$ cat src/rtl/oled_spi_tx_if.sv
// oled_spi_tx_if: valid/ready word channel carrying {dc, byte} into the SPI transmitter.
interface oled_spi_tx_if;
  logic       in_valid;
  logic       in_ready;
  logic [7:0] in_data;
  logic       in_dc;
  modport master (output in_valid, in_data, in_dc, input in_ready);
  modport slave (input in_valid, in_data, in_dc, output in_ready);
endinterface

$ cat src/rtl/oled_spi_tx.sv
// oled_spi_tx: FIFO-buffered SPI mode 0 (MSB first) transmitter for an SSD1306-style OLED link.
// Define OLED_SPI_TX_CS_EN to add an active-low chip select with a CSHOLD tail.
module oled_spi_tx #(
  parameter int CLK_DIV    = 4,
  parameter int FIFO_DEPTH = 16,
  parameter int LEVEL_W    = 5
) (
  input  logic               clk,
  input  logic               rst_n,
  oled_spi_tx_if.slave       s,
  output logic [LEVEL_W-1:0] fifo_level,
  output logic               busy,
  output logic               oled_dc,
  output logic               oled_clk,
  output logic               oled_data
`ifdef OLED_SPI_TX_CS_EN
  ,
  output logic               oled_cs_n
`endif
);
  localparam int AW = $clog2(FIFO_DEPTH);
`ifdef OLED_SPI_TX_CS_EN
  typedef enum logic [2:0] {IDLE, LOAD, LOW, HIGH, CSHOLD} state_t;
`else
  typedef enum logic [2:0] {IDLE, LOAD, LOW, HIGH} state_t;
`endif
  state_t state_q, state_d;
  logic [8:0] mem [FIFO_DEPTH];
  logic [AW-1:0] wr_q, wr_d, rd_q, rd_d;
  logic [LEVEL_W-1:0] level_q, level_d;
  logic [7:0] div_q, div_d;
  logic [2:0] bit_q, bit_d;
  logic [6:0] sh_q, sh_d;
  logic ready_q, busy_q, clk_q, clk_d, data_q, data_d, dc_q, dc_d;
  logic push, pop, tick, empty;
  logic [8:0] head;
`ifdef OLED_SPI_TX_CS_EN
  logic cs_q, cs_d;
  assign oled_cs_n = cs_q;
`endif
  assign push = s.in_valid & ready_q;
  assign empty = level_q == '0;
  assign head = mem[rd_q];
  assign tick = div_q == 8'(CLK_DIV - 1);
  assign wr_d = wr_q + AW'(push);
  assign rd_d = rd_q + AW'(pop);
  assign level_d = level_q + LEVEL_W'(push) - LEVEL_W'(pop);
  always_ff @(posedge clk) if (push) mem[wr_q] <= {s.in_dc, s.in_data};
  always_comb begin
    state_d = state_q;
    div_d = div_q;
    bit_d = bit_q;
    sh_d = sh_q;
    clk_d = clk_q;
    data_d = data_q;
    dc_d = dc_q;
    pop = 1'b0;
`ifdef OLED_SPI_TX_CS_EN
    cs_d = cs_q;
`endif
    case (state_q)
      IDLE: state_d = empty ? IDLE : LOAD;
      LOAD: begin
        pop = 1'b1;
        state_d = LOW;
      end
      LOW: begin
        div_d = tick ? '0 : div_q + 8'd1;
        clk_d = tick;
        state_d = tick ? HIGH : LOW;
      end
      HIGH: begin
        div_d = tick ? '0 : div_q + 8'd1;
        clk_d = !tick;
        if (tick) begin
          if (bit_q != 3'd7) begin
            bit_d = bit_q + 3'd1;
            data_d = sh_q[6];
            sh_d = {sh_q[5:0], 1'b0};
            state_d = LOW;
          end else if (!empty) begin
            pop = 1'b1;
            state_d = LOW;
          end else begin
`ifdef OLED_SPI_TX_CS_EN
            state_d = CSHOLD;
`else
            state_d = IDLE;
`endif
          end
        end
      end
`ifdef OLED_SPI_TX_CS_EN
      CSHOLD: begin
        div_d = tick ? '0 : div_q + 8'd1;
        cs_d = !empty ? cs_q : tick;
        state_d = !empty ? LOAD : (tick ? IDLE : CSHOLD);
      end
`endif
      default: state_d = IDLE;
    endcase
    // A pop loads the next byte's first bit on the same edge, giving gapless back-to-back bytes
    if (pop) begin
      dc_d = head[8];
      data_d = head[7];
      sh_d = head[6:0];
      bit_d = '0;
      div_d = '0;
`ifdef OLED_SPI_TX_CS_EN
      cs_d = 1'b0;
`endif
    end
  end
  always_ff @(posedge clk or negedge rst_n) begin
    if (!rst_n) begin
      state_q <= IDLE;
      wr_q <= '0;
      rd_q <= '0;
      level_q <= '0;
      div_q <= '0;
      bit_q <= '0;
      sh_q <= '0;
      ready_q <= 1'b0;
      busy_q <= 1'b0;
      clk_q <= 1'b0;
      data_q <= 1'b0;
      dc_q <= 1'b0;
`ifdef OLED_SPI_TX_CS_EN
      cs_q <= 1'b1;
`endif
    end else begin
      state_q <= state_d;
      wr_q <= wr_d;
      rd_q <= rd_d;
      level_q <= level_d;
      div_q <= div_d;
      bit_q <= bit_d;
      sh_q <= sh_d;
      ready_q <= level_d != LEVEL_W'(FIFO_DEPTH);
      busy_q <= (state_d != IDLE) | (level_d != '0);
      clk_q <= clk_d;
      data_q <= data_d;
      dc_q <= dc_d;
`ifdef OLED_SPI_TX_CS_EN
      cs_q <= cs_d;
`endif
    end
  end
  assign s.in_ready = ready_q;
  assign fifo_level = level_q;
  assign busy = busy_q;
  assign oled_clk = clk_q;
  assign oled_data = data_q;
  assign oled_dc = dc_q;
endmodule

$ cat src/flat_wrapper.sv
// flat-port wrapper written by rule: the top's interface ports become plain ports
module oled_spi_tx_flat 
#(
  parameter int CLK_DIV    = 4,
  parameter int FIFO_DEPTH = 16,
  parameter int LEVEL_W    = 5
)
  (clk, rst_n, fifo_level, busy, oled_dc, oled_clk, oled_data, s_in_valid, s_in_data, s_in_dc, s_in_ready);
  oled_spi_tx_if s_i ();
  input  logic clk;
  input  logic rst_n;
  output logic [LEVEL_W-1:0] fifo_level;
  output logic busy;
  output logic oled_dc;
  output logic oled_clk;
  output logic oled_data;
  input wire logic [$bits(s_i.in_valid)-1:0] s_in_valid;
  input wire logic [$bits(s_i.in_data)-1:0] s_in_data;
  input wire logic [$bits(s_i.in_dc)-1:0] s_in_dc;
  output wire logic [$bits(s_i.in_ready)-1:0] s_in_ready;
  assign s_i.in_valid = s_in_valid;
  assign s_i.in_data = s_in_data;
  assign s_i.in_dc = s_in_dc;
  assign s_in_ready = s_i.in_ready;
  oled_spi_tx #(.CLK_DIV(CLK_DIV), .FIFO_DEPTH(FIFO_DEPTH), .LEVEL_W(LEVEL_W)) u_core (.clk(clk), .rst_n(rst_n), .s(s_i), .fifo_level(fifo_level), .busy(busy), .oled_dc(oled_dc), .oled_clk(oled_clk), .oled_data(oled_data));
endmodule
$ cat config.mk
export PLATFORM = sky130hd
export DESIGN_NAME = oled_spi_tx_flat
export DESIGN_NICKNAME = d
export VERILOG_FILES = /design/src/rtl/oled_spi_tx_if.sv /design/src/rtl/oled_spi_tx.sv /design/src/flat_wrapper.sv
export SDC_FILE = /design/constraint.sdc
export NUM_CORES = 1
export LEC_CHECK = 0
export CAP_MARGIN = 20
export CORE_UTILIZATION = 40
export CTS_CLUSTER_SIZE = 28
export DETAILED_ROUTE_END_ITERATION = 8
export SYNTH_ARGS = -nofsm -noshare
export SYNTH_HDL_FRONTEND = slang
export SYNTH_SLANG_ARGS = --single-unit
export TNS_END_PERCENT = 5
$ cat constraint.sdc
create_clock -name clk -period 6.5 [get_ports clk]
set_clock_uncertainty 0.1 [all_clocks]
set_input_delay 1.3 -clock clk [delete_from_list [all_inputs] [get_ports clk]]
set_output_delay 1.3 -clock clk [all_outputs]
set_load 0.02 [all_outputs]
-- Word level (Yosys, flattened, before mapping)
Memories as Yosys holds them, arrays and structs flattened.
Cells that the tools add are included.
- multiplexer cells: 28
- add/sub/neg operators: 6
- equal/unequal tests: 6
- bitwise operators: 2
- reduce and logical (&&, ||, !) cells: 12
- operator list (kind ; count):
    two-way mux 7 bit ; 4
    two-way mux 8 bit ; 3
    two-way mux 3 bit ; 6
    one-hot mux 3 bit (4 select lines) ; 1
    two-way mux 1 bit ; 11
    nonzero test 2 bit ; 5
    adder 4 x 1 -> 4 bit ; 2
    adder 8 x 1 -> 8 bit, second input constant ; 1
    equality test 8 x 2 -> 1 bit, second input constant ; 1
    equality test 3 x 2 -> 1 bit, second input constant ; 2
    adder 5 x 1 -> 5 bit ; 1
    logical NOT 5 bit ; 1
    inequality test 5 bit, second input constant ; 1
    nonzero test 5 bit ; 1
    subtractor 5 x 1 -> 5 bit ; 1
    one-hot mux 1 bit (2 select lines) ; 2
    adder 3 x 1 -> 3 bit, second input constant ; 1
    equality test 3 x 1 -> 1 bit, second input constant ; 1
    logical NOT 3 bit ; 1
    inequality test 3 bit, second input constant ; 1
    AND reduction 3 bit ; 1
    nonzero test 3 bit ; 1
    two-way mux 2 bit ; 1
    OR reduction 2 bit ; 1
    3 further kinds ; 3
- output and inout bits: 10
- memories: 1
- bits in writable memories: 144
- logic and storage cells: 67
- register bits: 39
- memories (name ; depth ; width ; read ports ; clocked after memory_dff ; write ports ; RTL line ; text):
    u_core.mem ; 16 ; 9 ; 1 ; 0 ; 1 ; oled_spi_tx.sv:28 ; logic [8:0] mem [FIFO_DEPTH];

-- Longest topological paths before layout
Gate-level depths: netlist (run 1).
- depth in word-level cells: 8
- depth in mapped cells: 16

-- Worst setup path after synthesis (run 1)
Ideal clock, no wire load.
- kind: register to register
- start point: register u_core.level_q[3] (netlist: u_core.fifo_level[3])
- end point: register u_core.busy_q (netlist: u_core.busy)
- data arrival time: 3.292 ns
- path buffers: 1
- clock period less this slack: 3.531 ns
- cell stages (with the launch flop): 17
- setup slack: 2.969 ns
- path through: dfrtp_1 -> inv_1 -> ha_1 -> or4b_4 -> nand4_1 -> a21oi_2 -> buf_2 -> ha_1 -> inv_1 -> ha_1 -> inv_1 -> fa_1 -> inv_1 -> a21oi_1 -> o21bai_1 -> xnor2_1 -> or4_1
- cells in the longest elaborated chain, start to end: 8
- ends and longest elaborated chain (item ; RTL line ; text):
    from (decl) ; oled_spi_tx.sv:30 ; logic [LEVEL_W-1:0] level_q, level_d;
    from (signal assigned) ; oled_spi_tx.sv:135 ; level_q <= level_d;
    logical NOT 5 bit ; oled_spi_tx.sv:42 ; assign empty = level_q == '0;
    two-way mux 1 bit ; oled_spi_tx.sv:81 ; end else if (!empty) begin
    two-way mux 1 bit ; oled_spi_tx.sv:76 ; if (bit_q != 3'd7) begin
    two-way mux 1 bit ; oled_spi_tx.sv:75 ; if (tick) begin
    one-hot mux 1 bit (2 select lines) ; oled_spi_tx.sv:61 ; case (state_q)
    subtractor 5 x 1 -> 5 bit * ; oled_spi_tx.sv:47 ; assign level_d = level_q + LEVEL_W'(push) - LEVEL_W'(pop);
    via u_core.level_d[4] ; oled_spi_tx.sv:30 ;
    nonzero test 5 bit * ; oled_spi_tx.sv:140 ; busy_q <= (state_d != IDLE) | (level_d != '0);
    bitwise OR 1 bit * ; oled_spi_tx.sv:140 ;
    to (signal assigned) ; oled_spi_tx.sv:140 ;
    to (decl) ; oled_spi_tx.sv:34 ; logic ready_q, busy_q, clk_q, clk_d, data_q, data_d, dc_q, dc_d;
Mark *: on every way through the listed nets, which the timed path passes. The rest lies on a longest branch.
A chain may end at the register's enable or synchronous reset.

-- Worst setup path in the final report (run 1)
Ends and elaborated chain as after synthesis.

==> reports/metrics.cfg, run 1 <==
[placed_design]
place_congestion = 0.816
io_buffers = 21
dp_hpwl_um = 8520
dp_cells = 659
pre_cts_slack_ns = 2.67

[floorplan]
core_mm2 = 0.0180
rows = 49
chipWidth_um = 138
die_area_mm2 = 0.0190
start_util_pct = 41.0
ios = 22
die_h_um = 138

[timing]
finalHoldViolations = 0
period_share_pct = 56.0
drv_slew = 0
tns_ns = 0
fin_crit_ns = 3.64
tightest_slew_ns = 1.02
setup_viol = 0
max_freq_mhz = 275
rsz0062_at_grt = false
relSlewSlack_pct = 31.7
worst_slack_ns = 2.86

[clock_tree]
insertion_delay_ns = 0.44
cts_tree = built
cts_buffers = 17
clock_sinks = 183
htreeDepth = 4
cts_hold_buf = 0
path_clk_slew_ns = 0.07
root_buffer = clkbuf_16
clock_path_buffers = 2
post_cts_resized = 0
cts_setup_buffers = 0

[routing]
wl_um = 13600
wl_per_cell_um = 19.6
ant_nets = 0
remaining_drc_errors = 0
drtPass1Iterations = 4
viasPerCell = 5.25
drtIter0Drc = 241
vias = 3631

[critical_path]
worstReg2RegStart = u_core.fifo_level[3]
critPathCaptureType = flop
worstReg2RegEnd = u_core.busy
cp.arrival_ns = 3.84
crit_required_ns = 6.70
rrSetupSlack_ns = 2.86
ff2ff_path_depth = 16
crit_fanout = 29
crit_path_start_kind = flop
crit_type = reg2reg

[logic_synthesis]
syn_inst = 419
synth_seq_cells = 183
yosysUniqueCellTypes = 42
synthFlopType = edfxtp_1
ys_seq_area_share_pct = 71.8
synthTopCellsByArea = edfxtp_1, dfrtp_1, mux4_2
yosys.area.top_type_share_pct = 58.6
synth_edf_count = 144
synthArstFlopShare_pct = 21.3
synth_area_per_cell_um2 = 17.6
netlist_area_mm2 = 0.00738
synth.net_count = 445
yosys.area.top_type = edfxtp_1
synth_warnings = 0

[global_route]
antenna_found_initial = 0
grt-ovfl-total = 0
grt_max_degree = 40
grt_pass1_wl_um = 21500
grt.total_usage_pct = 16.1
grt_pass1_vias = 3729

[power_and_ir_drop]
combPwrFrac_pct = 28.3
cellPowerDensity_mw_per_mm2 = 428
pwr-share-clk_pct = 28.6
switchingPower_mw = 1.13
totalPowerFinal_mw = 3.62
p_int_mw = 2.49
vdd_drop_max_uv = 251
p_leak_nw = 3.00
swShare_pct = 31.2
p_seq_share_pct = 43.2

[hold_path]
hold_end = u_core.oled_clk
holdCritStartpoint = u_core.oled_clk
hp-class = reg2reg
min_path_cells = 2

[cells_and_area]
final_core_util_pct = 46.9
drive_gt1_share_pct = 18.8
multiInputGateArea_mm2 = 0.00196
fin_nets = 476
n_fill_cell = 1530
regArea_mm2 = 0.00530
syn2layout_area_growth_pct = 14.5
final_cells = 692
diodes = 0

[outcome]
status = complete, no violations

[job]
cap_violations = 0

-- state kept, by name (all words and copies together), names as in the netlist, 3 cells and up --
name	count
u_core.bit_q	3
u_core.wr_q	4
u_core.div_q	8
u_core.fifo_level	5
u_core.sh_q	7
u_core.mem	144
u_core.rd_q	4
u_core.state_q	3
-- metrics by stage --
| stage | hold slack [ns] | instance area (um2) |
|---|---|---|
| after floorplan | 0.360 | 7380 |
| after global placement | 0.370 | 7840 |
| after detailed placement | 0.381 | 7840 |
| after CTS | 0.396 | 8440 |
| after global routing | 0.421 | 8450 |
| final | 0.387 | 8450 |
-- worst max path at each step --
| stage | start | depth (start not counted) | endpoint | slack [ns] |
|---|---|---|---|---|
| floorplan | u_core.fifo_level[3] | 16 | u_core.busy | 2.97 |
| global placement | s_in_valid | 11 | u_core.busy | 2.74 |
| detailed placement | s_in_valid | 11 | u_core.busy | 2.67 |
| CTS | u_core.fifo_level[3] | 16 | u_core.busy | 2.83 |
| global route | u_core.fifo_level[3] | 15 | u_core.busy | 2.62 |
| finish | u_core.fifo_level[3] | 16 | u_core.busy | 2.86 |
-- area by class of cell --
cell class                 instances  area share, %
tap                              229           3.39
inverter                          11          0.489
sequential                       183           62.7
clock buffer                      17           5.03
clock inverter                    15           2.00
timing repair buffer              28           3.09
multi-input combinational        209           23.2
-- synthesized netlist by cell type, types with 2 or more instances --
cell	count
edfxtp_1	144
buf_1	2
nand3_1	7
inv_1	11
mux2i_1	9
nand2b_1	4
nor2_1	27
xnor2_1	8
a21oi_1	5
xor2_1	7
mux4_2	36
clkbuf_1	6
nor2b_1	3
ha_1	13
o21bai_1	3
o21ai_0	9
nor3_1	7
nand4_1	2
buf_2	5
dfrtp_1	39
buf_4	2
a21oi_2	2
a22oi_1	18
nand2_1	32
-- cell families after synthesis --
group	count (synthesis)	synth area share (%)
buf+inv	27	1.66
xor+xnor	15	1.78
simple gates	94	6.32
compound gates	39	3.56
flops	183	71.8
other cells	1	0.0508
fa+ha+maj	14	2.47
mux	46	12.4
-- cells in the final DEF (no fill, tap or decap), types with 8 or more instances in the layout --
| cell type | Yosys | layout |
|---|---|---|
| nand2_1 | 32 | 32 |
| ha_1 | 13 | 13 |
| nor2_1 | 27 | 27 |
| a22oi_1 | 18 | 18 |
| inv_1 | 11 | 11 |
| mux4_2 | 36 | 36 |
| clkbuf_16 | 0 | 17 |
| o21ai_0 | 9 | 9 |
| edfxtp_1 | 144 | 144 |
| dfrtp_1 | 39 | 38 |
| xnor2_1 | 8 | 8 |
| clkdlybuf4s50_1 | 0 | 20 |
| mux2i_1 | 9 | 9 |
-- power by group through the flow --
stage	Combinational (mW)	Sequential (mW)	Clock, mW
floorplan	0.715	1.59	0
global placement	1.03	1.58	0
detailed placement	1.03	1.59	0
CTS	1.04	1.56	1.05
global route	1.13	1.58	1.10
finish	1.02	1.56	1.03
-- per-layer routing --
layer,vias to the layer above,wire length [um],GRT usage [%]
met5,-,0,0
met4,0,164,5.25
met3,18,653,4.68
met2,76,6490,24.8
met1,1852,6280,21.8
li1,1685,-,-
-- critical path, stage by stage, from the launching register on --
cell      delay [ns]
dfrtp_1         0.41
inv_1           0.09
ha_1            0.13
or4b_4          0.48
nand4_1         0.13
a21oi_2         0.06
buf_4           0.23
ha_1            0.29
inv_1           0.06
ha_1            0.15
inv_1           0.06
fa_1            0.40
inv_1           0.07
a21oi_1         0.07
o21bai_1        0.15
xnor2_1         0.11
or4_1           0.51
Note: power is estimated with default switching activity, not from simulation.
==> run 2: changes to the inputs <==
- clock period: 6.5 -> 3.2 ns (I/O delays scaled with it)
==> reports/metrics.cfg, run 2 (synthesis results as in run 1) <==
[timing]
rsz0062_at_grt = true
setup_viol = 1  ; +1
fin_crit_ns = 3.22  ; -0.420 ns
worst_slack_ns = -0.0193  ; -2.88 ns
finalHoldViolations = 0  ; unchanged
tightest_slew_ns = 0.875  ; -0.145 ns
drv_slew = 0  ; unchanged
relSlewSlack_pct = 41.6  ; +9.9 points
max_freq_mhz = 311  ; +13%
period_share_pct = 101  ; +45 points

[routing]
drtIter0Drc = 230  ; -4.6%
remaining_drc_errors = 0  ; unchanged
wl_met1_um = 5840  ; -7.1%
viasPerCell = 5.20  ; -0.94%
top_layer = met4
ant_nets = 0  ; unchanged
drtPass1Iterations = 5  ; +1
wl_um = 13500  ; -0.44%
dr_wl_met3_um = 634  ; -2.9%
wl_met2_um = 6920  ; +6.6%
vias = 3701  ; +1.9%
wl_per_cell_um = 19.0  ; -3.2%

[cells_and_area]
mostFrequentLayoutCell = edfxtp_1
fin_nets = 497  ; +4.4%
diodes = 0  ; unchanged
syn2layout_area_growth_pct = 16.5
drive_gt1_share_pct = 24.6  ; +5.8 points
multiInputGateArea_mm2 = 0.00200  ; +1.8%
n_fill_cell = 1523  ; -0.46%
final_cell_mix = edfxtp_1, mux4_2, dfrtp_1
fin_area_mm2 = 0.00860  ; +1.8%
top_register = u_core.mem
regArea_mm2 = 0.00530  ; about the same
final_core_util_pct = 47.7  ; +0.85 points
largestRegisters = u_core.mem: 144 flops, u_core.div_q: 8 flops, u_core.sh_q: 7 flops
largest_reg_flops = 144  ; unchanged

[power_and_ir_drop]
p_seq_share_pct = 43.8  ; +0.6 points
combPwrFrac_pct = 29.5  ; +1.2 points
cellPowerDensity_mw_per_mm2 = 854  ; +99%
totalPowerFinal_mw = 7.35  ; +100%
swShare_pct = 31.7  ; +0.43 points
vdd_drop_max_uv = 531  ; +110%
p_leak_nw = 3.08  ; +2.6%
switchingPower_mw = 2.33  ; +110%
pwr-share-clk_pct = 26.7  ; -1.9 points
p_int_mw = 5.02  ; +100%

[critical_path]
crit_required_ns = 3.39  ; -3.31 ns
worstReg2RegEnd = u_core.busy
worstPathCellList = inv_2, ha_1, or4b_4, nand4_1, a21oi_4, ha_4, inv_2, ha_4, inv_2, fa_2, inv_2, a21oi_1, o21bai_1, xnor2_1, or4_1
rrSetupSlack_ns = -0.02  ; -2.88 ns
endpoint = u_core.busy
cp.arrival_ns = 3.41  ; -0.43 ns
critPathMaxStageDelay_ns = 0.52  ; about the same
crit_path_start_kind = flop
ff2ff_path_depth = 15  ; -1
crit_start = u_core.fifo_level[2]
crit_slowest_cell = or4_1
crit_type = reg2reg
cpMostUsedCell = inv_2
worstReg2RegStart = u_core.fifo_level[2]
critPathCaptureType = flop
crit_fanout = 3  ; -90%

[outcome]
violations = setup timing
status = complete, but fails checks

[clock_tree]
cts_setup_buffers = 0  ; unchanged
cts_buffers = 17  ; unchanged
path_clk_slew_ns = 0.07  ; about the same
cts_hold_buf = 0  ; unchanged
insertion_delay_ns = 0.43  ; about the same
htreeDepth = 4  ; unchanged
clock_path_buffers = 2  ; unchanged
cts_tree = built
root_buffer = clkbuf_16
clock_sinks = 183  ; unchanged

[global_route]
grt-ovfl-total = 0  ; unchanged
grt_pass1_vias = 3888  ; +4.3%
grt.total_usage_pct = 16.1  ; +0.088 points
grt_pass1_wl_um = 21800  ; +1.3%
antenna_found_initial = 0  ; unchanged
grt_max_degree = 40  ; unchanged

[hold_path]
hp-class = in2async

[placed_design]
dp_hpwl_um = 8970  ; +5.3%
pre_cts_slack_ns = -0.0476  ; -2.72 ns
place_congestion = 0.815  ; -0.18%
dpl-instance-area_mm2 = 0.00805  ; +2.6%
io_buffers = 21  ; unchanged

[floorplan]
die_h_um = 138  ; unchanged
die_area_mm2 = 0.0190  ; unchanged
rows = 49  ; unchanged
core_mm2 = 0.0180  ; unchanged
chipWidth_um = 138  ; unchanged
ios = 22  ; unchanged
start_util_pct = 41.0  ; unchanged

[job]
cap_violations = 0  ; unchanged

==> run 2: worst min-delay path by stage <==
stage,start,end,slack [ns]
3_5_place_dp,u_core.oled_clk,u_core.oled_clk,0.37
4_1_cts,rst_n,u_core.fifo_level[0],0.26
6_report,rst_n,u_core.fifo_level[4],0.24
2_1_floorplan,rst_n,u_core.bit_q[0],0.24
5_1_grt,rst_n,u_core.fifo_level[4],0.28
3_3_place_gp,u_core.oled_clk,u_core.oled_clk,0.38
==> run 2: layout make-up <==
| cell class | instances | area share [%] |
|---|---|---|
| well taps | 229 | 3.33 |
| multi-input cells | 209 | 23.2 |
| inverters | 11 | 0.480 |
| clock buffers | 17 | 4.95 |
| repair buffers | 49 | 4.83 |
| clock inverters | 14 | 1.51 |
| flip-flops and latches | 183 | 61.7 |
==> run 2: timing repair <==
action                     in CTS  in global routing
hold endpoints to repair        0                  0
resized for setup               1                  0
pin swaps                       2                  0
setup endpoints to repair       1                  1
==> run 2: stage by stage <==
stage	hold slack, ns	cells	setup TNS [ns]
finish	0.236	712	-0.0193
floorplan	0.244	419	-0.134
detailed placement	0.374	681	-0.0476
global placement	0.376	681	0
global route	0.284	712	-0.196
CTS	0.261	712	-0.0478
==> run 2: worst max-delay path: cells and delay by family (launching register included) <==
kind            cells  cell delay, ns
simple gates        3            1.12
fa+ha+maj           4            0.84
flops               1            0.41
compound gates      3            0.29
buf+inv             4            0.22
xor+xnor            1            0.11
==> run 2: power by group through the flow <==
stage,combinational (mW),sequential (mW),clock (mW)
after detailed placement,2.20,3.28,0
final,2.16,3.22,1.96
after CTS,2.21,3.23,2.02
after floorplan,1.50,3.23,0
after global routing,2.39,3.28,2.10
after global placement,2.16,3.26,0
==> run 2: routing by layer <==
metal | GRT usage, % | up-vias
met2 | 26.7 | 72
met5 | 0 | -
met1 | 20.8 | 1888
li1 | - | 1734
met4 | 6.04 | 0
met3 | 3.62 | 7
==> run 3: changes to the inputs <==
- CORE_ASPECT_RATIO: default -> 1.1
- REMOVE_ABC_BUFFERS: default -> 1
- clock period: 3.2 -> 3.16 ns (I/O delays scaled with it)
==> reports/metrics.cfg, run 3 (synthesis results as in run 1) <==
[power_and_ir_drop]
cellPowerDensity_mw_per_mm2 = 869  ; +1.7%
p_int_mw = 5.23  ; +4.2%
p_leak_nw = 3.13  ; +1.8%
combPwrFrac_pct = 31.1  ; +1.6 points
swShare_pct = 30.7  ; -0.99 points
p_seq_share_pct = 42.5  ; -1.3 points
pwr-share-clk_pct = 26.4  ; -0.3 points
switchingPower_mw = 2.31  ; -0.49%
vdd_drop_max_uv = 470  ; -11%
totalPowerFinal_mw = 7.55  ; +2.7%

[timing]
holdWs_ns = 0.220  ; -0.0162 ns
setup_viol = 1  ; unchanged
finalHoldViolations = 0  ; unchanged
relSlewSlack_pct = 42.4  ; +0.79 points
fin_crit_ns = 3.36  ; +0.143 ns
drv_slew = 0  ; unchanged
worst_slack_ns = -0.202  ; -0.183 ns
period_share_pct = 106  ; +5.8 points
max_freq_mhz = 297  ; -4.3%
rsz0062_at_grt = true
tightest_slew_ns = 0.864  ; -0.0119 ns

[routing]
ant_nets = 0  ; unchanged
drtIter0Drc = 219  ; -4.8%
wl_um = 12700  ; -6.1%
viasPerCell = 5.02  ; -3.3%
drtPass1Iterations = 4  ; -1
wl_per_cell_um = 17.4  ; -8.4%
vias = 3668  ; -0.89%
remaining_drc_errors = 0  ; unchanged

[critical_path]
crit_required_ns = 3.36  ; -0.03 ns
cp.arrival_ns = 3.56  ; +0.15 ns
crit_path_start_kind = flop
crit_fanout = 2  ; -1
critPathCaptureType = flop
crit_type = reg2reg

[floorplan]
die_area_mm2 = 0.0190  ; about the same
ios = 22  ; unchanged
die_h_um = 144  ; +4.8%
core_mm2 = 0.0179  ; -0.87%
chipWidth_um = 132  ; -4.6%
rows = 51  ; +4.1%
start_util_pct = 41.3  ; +0.36 points

[clock_tree]
cts_buffers = 17  ; unchanged
insertion_delay_ns = 0.42  ; about the same
cts_tree = built
clock_sinks = 183  ; unchanged
path_clk_slew_ns = 0.07  ; about the same
clock_path_buffers = 2  ; unchanged
root_buffer = clkbuf_16
cts_hold_buf = 0  ; unchanged
htreeDepth = 4  ; unchanged

[global_route]
grt.total_usage_pct = 14.8  ; -1.4 points
grt_pass1_vias = 3940  ; +1.3%
antenna_found_initial = 0  ; unchanged
grt-ovfl-total = 0  ; unchanged
grt_max_degree = 40  ; unchanged
grt_pass1_wl_um = 20900  ; -4.2%

[cells_and_area]
fin_nets = 506  ; +1.8%
top_register = u_core.mem
final_core_util_pct = 48.6  ; +0.89 points
syn2layout_area_growth_pct = 17.7
largest_reg_flops = 144  ; unchanged
mostFrequentLayoutCell = edfxtp_1
final_cell_mix = edfxtp_1, dfrtp_1, mux4_2, buf_4, nand2_1
fin_area_mm2 = 0.00869  ; +0.97%
largestRegisters = u_core.mem: 144 flops, u_core.div_q: 8 flops, u_core.sh_q: 7 flops
diodes = 0  ; unchanged
drive_gt1_share_pct = 24.8  ; +0.16 points

[placed_design]
place_congestion = 0.739  ; -9.3%
dp_hpwl_um = 8780  ; -2.1%
io_buffers = 21  ; unchanged
dpl-instance-area_mm2 = 0.00807  ; +0.23%

[outcome]
violations = setup timing
status = complete, but fails checks

[hold_path]
hp-class = in2async

[job]
cap_violations = 0  ; unchanged

-- run 3: cell types whose count changed in the layout (fill, tap and decap cells not counted), moves of 2 or more --
| cell | before | now |
|---|---|---|
| clkinvlp_4 | 3 | 1 |
| inv_2 | 6 | 4 |
| dfrtp_1 | 36 | 38 |
| clkbuf_1 | 0 | 3 |
| inv_8 | 3 | 0 |
| dfrtp_2 | 3 | 1 |
| buf_4 | 28 | 36 |
| clkinv_4 | 0 | 2 |
-- run 3: routing by layer --
metal	wire (um)	up-vias	GRT usage [%]
li1	-	1741	-
met5	0	-	0
met4	216	0	5.14
met1	5530	1853	17.7
met2	6530	56	25.7
met3	428	18	4.24
-- run 3: power groups by stage --
stage,Sequential [mW],Combinational (mW),Clock (mW)
after global routing,3.25,2.61,2.13
after floorplan,3.44,1.25,0
after global placement,3.24,2.22,0
final,3.21,2.35,1.99
after CTS,3.21,2.28,2.04
after detailed placement,3.26,2.26,0
-- run 3: path summary, 6_finish.rpt --
kind	to	cells after the start	slack, ns	start
hold reg to reg	u_core.oled_clk	2	0.38	u_core.oled_clk
hold / removal	u_core.fifo_level[1]	1	0.22	rst_n
setup reg to reg	u_core.busy	14	-0.20	u_core.fifo_level[2]
max in group asynchronous	u_core.rd_q[0]	1	2.15	rst_n
min in group clk	u_core.oled_clk	2	0.38	u_core.oled_clk
setup / recovery	u_core.busy	14	-0.20	u_core.fifo_level[2]
-- run 3: layout make-up --
class	instances	area, um2
clock inverter	11	113
sequential	183	5300
clock buffer	20	437
tap	238	298
timing repair buffer	58	495
inverter	11	43.8
multi-input combinational	209	2000
fill	1523	9180
-- run 3: timing repair --
action / 4_1_cts / 5_1_grt
buffers inserted: 1 / 3
setup endpoints to repair: 1 / 2
pin swaps: 0 / 4
resized for setup: 3 / 10
-- run 3: worst max-delay path: stages, from the launching register on --
cell,delay [ns]
dfrtp_1,0.40
inv_2,0.09
ha_4,0.12
or4b_4,0.46
nand4_1,0.12
a21oi_2,0.07
ha_1,0.31
inv_2,0.07
ha_4,0.14
inv_4,0.03
fa_2,0.56
inv_2,0.05
nor3_4,0.19
nand2_1,0.07
or4_1,0.46
-- run 3: per-stage QoR --
stage          TNS, ns  cells  setup WS (ns)
2_1_floorplan   -0.899    403         -0.574
3_3_place_gp    -0.142    695         -0.142
3_5_place_dp    -0.205    695         -0.205
4_1_cts         -0.162    727         -0.162
5_1_grt         -0.435    730         -0.361
6_report        -0.202    730         -0.202
